File: src/rtl/reg_transfer_sequencer.sv
// Round-robin sequencer that arbitrates the shared 4-register transfer bus and
// expands MOVE/CLEAR/SWAP commands into bus-select and one-hot load strobes.
module reg_transfer_sequencer #(
    parameter int unsigned NREQ     = 3,
    parameter int unsigned TEMP_IDX = 2
) (
    input  logic              clk,
    input  logic              rst_n,
    input  logic [NREQ-1:0]   req,
    input  logic [6*NREQ-1:0] cmd,
    output logic [1:0]        bus_sel,
    output logic [2:0]        load,
    output logic [NREQ-1:0]   ack,
    output logic              err,
    output logic              busy
);

    localparam int unsigned MAXREQ   = 4;
    localparam int unsigned CMD_W    = 6;
    localparam logic [1:0]  OP_NOP   = 2'b00;
    localparam logic [1:0]  OP_MOVE  = 2'b01;
    localparam logic [1:0]  OP_SWAP  = 2'b10;
    localparam logic [1:0]  OP_CLEAR = 2'b11;
    localparam logic [1:0]  ZERO_SEL = 2'd3;
    localparam logic [1:0]  TMP_SEL  = 2'(TEMP_IDX);

    typedef enum logic [1:0] {IDLE, DRIVE, LOAD, ACK} state_t;

    state_t     state, state_d;
    logic [1:0] step, step_d;
    logic [1:0] op_q, op_d;
    logic [1:0] src_q, src_d;
    logic [1:0] dst_q, dst_d;
    logic [1:0] grant, grant_d;
    logic [1:0] ptr, ptr_d;
    logic [1:0] bus_sel_d;
    logic [2:0] load_d;
    logic [NREQ-1:0] ack_d;
    logic       err_d;
    logic       busy_d;

    logic [MAXREQ-1:0]       req_pad;
    logic [MAXREQ*CMD_W-1:0] cmd_pad;
    logic [CMD_W-1:0]        cmd_arr [MAXREQ];
    logic [CMD_W-1:0]        pick_cmd;
    logic [1:0]              pick;
    logic [1:0]              cand;
    logic                    found;

    // Bus source for a given step of the latched command.
    function automatic logic [1:0] step_src(input logic [1:0] op, input logic [1:0] src,
                                            input logic [1:0] dst, input logic [1:0] stp);
        logic [1:0] r;
        r = src;
        if (op == OP_CLEAR) begin
            r = ZERO_SEL;
        end else if (op == OP_SWAP) begin
            case (stp)
                2'd0:    r = src;
                2'd1:    r = dst;
                default: r = TMP_SEL;
            endcase
        end
        return r;
    endfunction

    // Destination register for a given step of the latched command.
    function automatic logic [1:0] step_dst(input logic [1:0] op, input logic [1:0] src,
                                            input logic [1:0] dst, input logic [1:0] stp);
        logic [1:0] r;
        r = dst;
        if (op == OP_SWAP) begin
            case (stp)
                2'd0:    r = TMP_SEL;
                2'd1:    r = src;
                default: r = dst;
            endcase
        end
        return r;
    endfunction

    // Commands that are acked with err and never touch a register.
    function automatic logic is_illegal(input logic [1:0] op, input logic [1:0] src,
                                        input logic [1:0] dst);
        logic r;
        r = (op == OP_NOP) || (dst == ZERO_SEL);
        if (op == OP_SWAP) begin
            r = r || (src == dst) || (src == ZERO_SEL) || (src == TMP_SEL) || (dst == TMP_SEL);
        end
        return r;
    endfunction

    // Round-robin pick: first active requester after the last grant.
    always_comb begin
        req_pad = MAXREQ'(req);
        cmd_pad = (MAXREQ*CMD_W)'(cmd);
        for (int i = 0; i < int'(MAXREQ); i++) begin
            cmd_arr[i] = cmd_pad[CMD_W*i +: CMD_W];
        end
        found = 1'b0;
        pick  = ptr;
        cand  = 2'd0;
        for (int unsigned k = 1; k <= NREQ; k++) begin
            cand = 2'((32'(ptr) + k) % NREQ);
            if (!found && req_pad[cand]) begin
                found = 1'b1;
                pick  = cand;
            end
        end
        pick_cmd = cmd_arr[pick];
    end

    // Next state and next registered outputs.
    always_comb begin
        state_d   = state;
        step_d    = step;
        op_d      = op_q;
        src_d     = src_q;
        dst_d     = dst_q;
        grant_d   = grant;
        ptr_d     = ptr;
        bus_sel_d = bus_sel;
        load_d    = 3'b000;
        ack_d     = '0;
        err_d     = 1'b0;

        case (state)
            IDLE: begin
                if (found) begin
                    grant_d = pick;
                    ptr_d   = pick;
                    op_d    = pick_cmd[5:4];
                    src_d   = pick_cmd[3:2];
                    dst_d   = pick_cmd[1:0];
                    step_d  = 2'd0;
                    if (is_illegal(pick_cmd[5:4], pick_cmd[3:2], pick_cmd[1:0])) begin
                        state_d = ACK;
                        ack_d   = NREQ'(1) << pick;
                        err_d   = 1'b1;
                    end else begin
                        state_d   = DRIVE;
                        bus_sel_d = step_src(pick_cmd[5:4], pick_cmd[3:2], pick_cmd[1:0], 2'd0);
                    end
                end
            end
            DRIVE: begin
                state_d = LOAD;
                load_d  = 3'b001 << step_dst(op_q, src_q, dst_q, step);
            end
            LOAD: begin
                if (op_q != OP_SWAP || step == 2'd2) begin
                    state_d = ACK;
                    ack_d   = NREQ'(1) << grant;
                end else begin
                    state_d   = DRIVE;
                    step_d    = step + 2'd1;
                    bus_sel_d = step_src(op_q, src_q, dst_q, step + 2'd1);
                end
            end
            default: begin
                state_d = IDLE;
            end
        endcase

        busy_d = (state_d != IDLE);
    end

    // State, latched command and registered outputs.
    always_ff @(posedge clk or negedge rst_n) begin
        if (!rst_n) begin
            state   <= IDLE;
            step    <= 2'd0;
            op_q    <= OP_NOP;
            src_q   <= 2'd0;
            dst_q   <= 2'd0;
            grant   <= 2'd0;
            ptr     <= 2'(NREQ - 1);
            bus_sel <= 2'd0;
            load    <= 3'b000;
            ack     <= '0;
            err     <= 1'b0;
            busy    <= 1'b0;
        end else begin
            state   <= state_d;
            step    <= step_d;
            op_q    <= op_d;
            src_q   <= src_d;
            dst_q   <= dst_d;
            grant   <= grant_d;
            ptr     <= ptr_d;
            bus_sel <= bus_sel_d;
            load    <= load_d;
            ack     <= ack_d;
            err     <= err_d;
            busy    <= busy_d;
        end
    end

endmodule
File: config.mk
export PLATFORM = sky130hd
export DESIGN_NAME = reg_transfer_sequencer
export DESIGN_NICKNAME = d
export VERILOG_FILES = /design/src/rtl/reg_transfer_sequencer.sv
export SDC_FILE = /design/constraint.sdc
export NUM_CORES = 1
export LEC_CHECK = 0
export CELL_PAD_IN_SITES_DETAIL_PLACEMENT = 1
export CELL_PAD_IN_SITES_GLOBAL_PLACEMENT = 1
export CORE_MARGIN = 2
export CORE_UTILIZATION = 44
export CTS_CLUSTER_DIAMETER = 50
export DETAILED_ROUTE_END_ITERATION = 10
export GPL_ROUTABILITY_DRIVEN = 0
export GPL_TIMING_DRIVEN = 0
export HOLD_SLACK_MARGIN = 0.08
export PLACE_DENSITY_LB_ADDON = 0.1
export SLEW_MARGIN = 20
export SYNTH_ARGS = -nofsm -noshare
export SYNTH_HDL_FRONTEND = slang
export SYNTH_SLANG_ARGS = --single-unit
export TNS_END_PERCENT = 30
File: constraint.sdc
create_clock -name clk -period 8.97 [get_ports clk]
set_clock_uncertainty 0.15 [all_clocks]
set_input_delay 1.794 -clock clk [delete_from_list [all_inputs] [get_ports clk]]
set_output_delay 1.794 -clock clk [all_outputs]
set_load 0.005 [all_outputs]
After elaboration in Yosys (flattened, before gate mapping)
Index checks and enable logic that the tools add are counted.

Logic and storage cells: 108. Output and inout bits: 10. Input port bits: 23. Register bits: 24.

$lt $le $gt $ge: 4. Add/sub/neg operators: 4. Bitwise logic cells: 1. Shifts and indexed selects: 3. Eq/ne operators: 18. Reductions and logical operators: 19. Div/mod/pow operators: 3. Muxes and demuxes: 44.

Operators by type and width (number): 32-bit by 2-bit remainder unit with 32-bit output, second input constant (3); 2-bit two-way mux (16); 2-bit equality test, second input constant (10); 2-bit case mux with 2 select lines (4); 6-bit binary-select mux with 2-bit select (1); 1-bit two-way mux (12); 3-bit two-way mux (4); 6-bit two-way mux (2); 2-bit by 3-bit < comparator with 1-bit output, second input constant (3); 1-bit by 2-bit << shifter with 3-bit output, first input constant (3); 2-bit logical NOT (4); 2-bit inequality test, second input constant (4); 2-bit by 2-bit adder with 3-bit output, second input constant (2); 1-bit binary-select mux with 2-bit select (3); 2-bit by 1-bit equality test with 1-bit output, second input constant (3); 1-bit logical OR (6); 2-bit case mux with 3 select lines (1); 3-bit case mux with 2 select lines (1); 4-bit AND reduction (1); 2-bit nonzero test (2); 2-bit by 1-bit adder with 3-bit output, second input constant (1); 3-bit >= comparator, second input constant (1); 2-bit inverter with 3-bit output (1); 3-bit AND reduction (1); 5 further kinds (7).

Depth between registers and ports, before layout
Depth in word-level cells: 28. Gate-level depth with buffers: 13.

Least setup slack after synthesis
OpenSTA, ideal clock, no wires.

Path kind: input port to flip-flop. Start: in req[0]. End: reg bus_sel[0]. Arrival time: 3.821 ns. Setup time: 0.080 ns. Path buffers: 0. Stages: 9. Required time: 8.740 ns. Setup slack: 4.919 ns. Cell sequence: mux2_4 mux2_4 nor3b_4 nor2_2 mux2_4 a21oi_4 o2111ai_2 a2111o_1 o211ai_2.

Longest elaborated chain between the ends: 24. Elaborated cells on any way between the ends: 43.

Ends and longest elaborated chain: from (decl) (line 9) `input logic [NREQ-1:0] req,`; 1-bit binary-select mux with 2-bit select (line 105) `if (!found && req_pad[cand]) begin`; 1-bit two-way mux (implied by the code) (line 105); 1-bit two-way mux (line 105); 1-bit logical NOT (line 105); 1-bit logical AND (line 105); 1-bit two-way mux (line 105); 1-bit logical NOT (line 105); 1-bit logical AND (line 105); (+5 left out); 2-bit equality test or 2-bit logical NOT (tied branches) (line 86) `r = (op == OP_NOP) || (dst == ZERO_SEL);`; 1-bit logical OR (line 86); 1-bit logical OR (4 in series) (line 88) `r = r || (src == dst) || (src == ZERO_SEL) || (src == TMP_SEL) || (dst == TMP_SEL);`; 1-bit two-way mux (line 87) `if (op == OP_SWAP) begin`; 1-bit two-way mux (line 129) `if (found) begin`; 1-bit two-way mux (line 127) `case (state)`; 2-bit inequality test (no source line); 4-bit AND reduction (no source line); to (signal assigned) (line 191) `bus_sel <= bus_sel_d;`; to (decl) (line 11) `output logic [1:0] bus_sel,`.

Parallel ways exist; a longest one is shown, timed or not. The select of a mux whose other input is x is not followed. A chain may end at the register's enable or synchronous reset.

Final worst setup path
Start: in req[1]. End: reg ack[2].

Longest elaborated chain between the ends: 25. Elaborated cells on any way between the ends: 39.

Ends and longest elaborated chain: 1-bit binary-select mux with 2-bit select (line 105); 1-bit two-way mux (implied by the code) (line 105); 1-bit two-way mux (line 105); 1-bit logical NOT (line 105); 1-bit logical AND (line 105); 1-bit two-way mux (line 105); 1-bit logical NOT (line 105); 1-bit logical AND (line 105); (+7 left out); 1-bit logical OR (4 in series) (line 88); 1-bit two-way mux (line 87); 1-bit two-way mux (line 129); 1-bit two-way mux (line 127); 3-bit two-way mux (line 136) `if (is_illegal(pick_cmd[5:4], pick_cmd[3:2], pick_cmd[1:0])) begin`; 3-bit two-way mux * (line 129); 3-bit case mux with 2 select lines * (line 127); net ack_d[2] (line 38) `logic [NREQ-1:0] ack_d;`; to (signal assigned) (line 193) `ack <= ack_d;`; to (decl) (line 13) `output logic [NREQ-1:0] ack,`.

Mark *: on every way through the listed nets, which the timed path passes. The rest lies on a longest branch. The select of a mux whose other input is x is not followed.

==> run_results.csv <==
group,metric,value,unit
outcome,status,"finished clean",
drt,wl_met1,2.298,mm
worst_setup_path,worst-path-buf-inv,1,
yosys,synth_most_common_cell,"dfrtp_1",
worst_setup_path,r2r_slack,5260,ps
pwr,power_per_cell_area,432.1,nW/µm²
yosys,yosysWarnings,0,
cells_and_area,diodes,0,
yosys,synth.top_cell.area_share,28.35,%
worst_setup_path,required,8980,ps
floorplanning,initial_core_util,45.22,%
pwr,p_leak,0.0009591,µW
worst_setup_path,path_depth,10,
sta,tightest_slew,797.6,ps
global_routing,grt_max_degree,24,
placement,hpwl,4.075,mm
worst_setup_path,cp_slowest_stage_delay,620,ps
worst_setup_path,crit_chain,"clkdlybuf4s50_1 -> mux2i_1 -> o211ai_1 -> o21ai_2 -> nor2_1 -> o221ai_1 -> a21o_2 -> o2111ai_2 -> a21oi_2 -> o31ai_1",
drt,first_pass_iters,4,
worst_setup_path,cp_top_family,"compound AO/OA/AOI/OAI gates",
sta,hold-worst-slack,390.1,ps
yosys,synth_flop_cell,"dfrtp_1",
global_routing,grt_pass1_wl,8.335,mm
clock_tree,hold_buffers,0,
floorplanning,ios,33,
cells_and_area,syn_to_final_growth,21.91,%
floorplanning,die_w,70.43,µm
worst_setup_path,cp-end-kind,"flip-flop",
yosys,ys_seq_elements,23,
global_routing,grt_usage,20.66,%
sta,relSlewSlack,46.42,%
cells_and_area,final_util,55.13,%
sta,setup_viol,0,
global_routing,antenna_found_initial,0,
pwr,p_total,1023,µW
flow_run,max_cap_viol_count,0,
worst_hold_path,worstHoldPathType,"flip-flop to flip-flop",
yosys,synth_edf_count,0,
yosys,synth.distinct_cells,72,
yosys,synth_top_area_cell,"dfrtp_1",
clock_tree,clock_path_buffers,2,
pwr,max-vdd-ir-drop,0.2252,mV
worst_setup_path,cp_slowest_cell,"clkdlybuf4s50_1",
worst_setup_path,worstPathMaxFanout,8,
sta,final_max_slew_viol_count,0,
clock_tree,path_clk_slew,80,ps
clock_tree,clock-root-buffer,"clkbuf_8",
clock_tree,cts_resized,0,
drt,wl_met2,2.543,mm
yosys,synth_common_cells,"dfrtp_1 (22), nand2_1 (17), o21ai_0 (15)",
floorplanning,row_count,24,
drt,num_vias,1758,
sta,fin_crit,4821,ps
clock_tree,worstSkewPairLatency,260,ps
cells_and_area,finalNetCount,275,
yosys,synth_cells,206,
drt,wirelength,5.034,mm
sta,fmax,207.4,MHz
sta,tns,0,ps
cells_and_area,final_cells,294,
worst_hold_path,min_path_cells,1,
drt,highest_layer,"met4",
floorplanning,die-area,4960,µm²
clock_tree,numCtsBuffers,3,
cells_and_area,drive_above_1_share,18.60,%
sta,grt_setup_unrepaired,"false",
sta,fin_crit_sh,53.74,%
worst_setup_path,path_class,"input port to flip-flop",
drt,drtAntennaViolNets,0,
worst_setup_path,arrival,4830,ps
yosys,synth_area,1942,µm²
yosys,synthArstFlopShare,100.0,%
drt,dr_wl_met3,139,µm
clock_tree,cts_setup_buffers,0,
sta,hold_viol_final,0,
yosys,synth.net_count,238,
global_routing,grt_pass1_vias,1777,
clock_tree,cts_tree,"built",
drt,viasPerCell,5.980,
worst_setup_path,r2r_cells,12,
clock_tree,clock-sinks,23,
cells_and_area,n_fill_cell,502,
floorplanning,fp.dieH,70.43,µm
drt,drc,0,
drt,drt_iter0_drc,96,
floorplanning,core-area,4294,µm²
drt,wl_per_cell,17.12,µm
worst_setup_path,critPathLaunchType,"input port",
yosys,synth.area.top_cells,"dfrtp_1 (28%), ha_1 (5.8%), o21ai_0 (3.9%), nand2_1 (3.3%), buf_6 (2.9%)",
placement,dpl.cell_count,290,
placement,portBuffers,32,
yosys,ys_seq_area_share,29.70,%
global_routing,grt_overflow,0,
yosys,syn_area_per_cell,9.427,µm²
clock_tree,h-tree-depth,1,
==> final timing paths <==
check                                      from                   end
max reg2reg                grant[0]$_DFFE_PN0P_      ack[2]$_DFF_PN0_
min                        grant[1]$_DFFE_PN0P_      ack[0]$_DFF_PN0_
max in group asynchronous                 rst_n    ptr[1]$_DFFE_PN1P_
max                                      req[1]      ack[2]$_DFF_PN0_
min reg2reg                grant[1]$_DFFE_PN0P_      ack[0]$_DFF_PN0_
min in group asynchronous                 rst_n  src_q[0]$_DFFE_PN0P_
==> metal layers <==
layer  vias up  GRT usage, %
met3         4         1.299
li1        862             -
met4         0         6.410
met1       854         25.77
met5         -             0
met2        38         37.74
==> placed cells by master, fill, tap and decap left out, drive strengths merged, types with 3 or more instances in the layout <==
| cell type | instances |
|---|---|
| o211ai | 6 |
| nand2 | 17 |
| mux2i | 4 |
| clkdlybuf4s50 | 32 |
| o21ai | 17 |
| nor2 | 14 |
| nand3b | 3 |
| o32ai | 3 |
| o221a | 3 |
| a31oi | 4 |
| and3 | 5 |
| ha | 9 |
| or2b | 4 |
| mux2 | 3 |
| nor3 | 3 |
| nand2b | 5 |
| clkbuf | 6 |
| a32oi | 3 |
| o21bai | 3 |
| nand3 | 8 |
| and2b | 4 |
| a21oi | 7 |
| dfrtp | 22 |
| inv | 6 |
| buf | 7 |
| nor2b | 5 |
| or3 | 3 |
==> final cells by class <==
class                   count  area [µm²]  area share, %
multi-input cells         168        1261          53.28
flip-flops and latches     23       576.8          24.37
repair buffers             32       315.3          13.32
plain buffers               9       81.33          3.436
well taps                  52       65.06          2.748
clock buffers               4       45.04          1.903
inverters                   6       22.52         0.9514
==> report_power, final <==
group / internal, µW / switching, µW / total (µW)
clock: 31.7 / 32.4 / 64.1
combinational: 338 / 431 / 770
sequential: 151 / 38.5 / 189
total: 521 / 502 / 1020
==> stage by stage <==
stage               area [µm²]  worst slack (ps)
global placement          2327              3991
floorplan                 1942              4919
finish                    2367              4149
global route              2367              3960
CTS                       2372              4176
detailed placement        2327              3925
==> registers in the layout, indices dropped and copies added (netlist names), 2 cells and up <==
name	cells
src_q	2
op_q	2
bus_sel	2
state	2
grant	2
load	3
ack	3
step	2
dst_q	2
==> worst reg2reg max path, cell delays in order, from the launching register on <==
cell and delay [ps]:
dfrtp_1 470, inv_1 140, ha_1 320, buf_6 150, mux2i_1 120, o211ai_1 340, o21ai_2 130, nor2_1 530
o221ai_1 340, a21o_2 290, o2111ai_2 250, a21oi_2 150, o31ai_1 260
==> logic make-up after synthesis <==
group           share of synthesized area (%)
flops                                   29.70
simple gates                            23.71
mux                                     5.219
fa+ha+maj                               5.799
compound gates                          30.22
buf+inv                                 5.348
No activity file was read; power rests on OpenSTA's default activity.
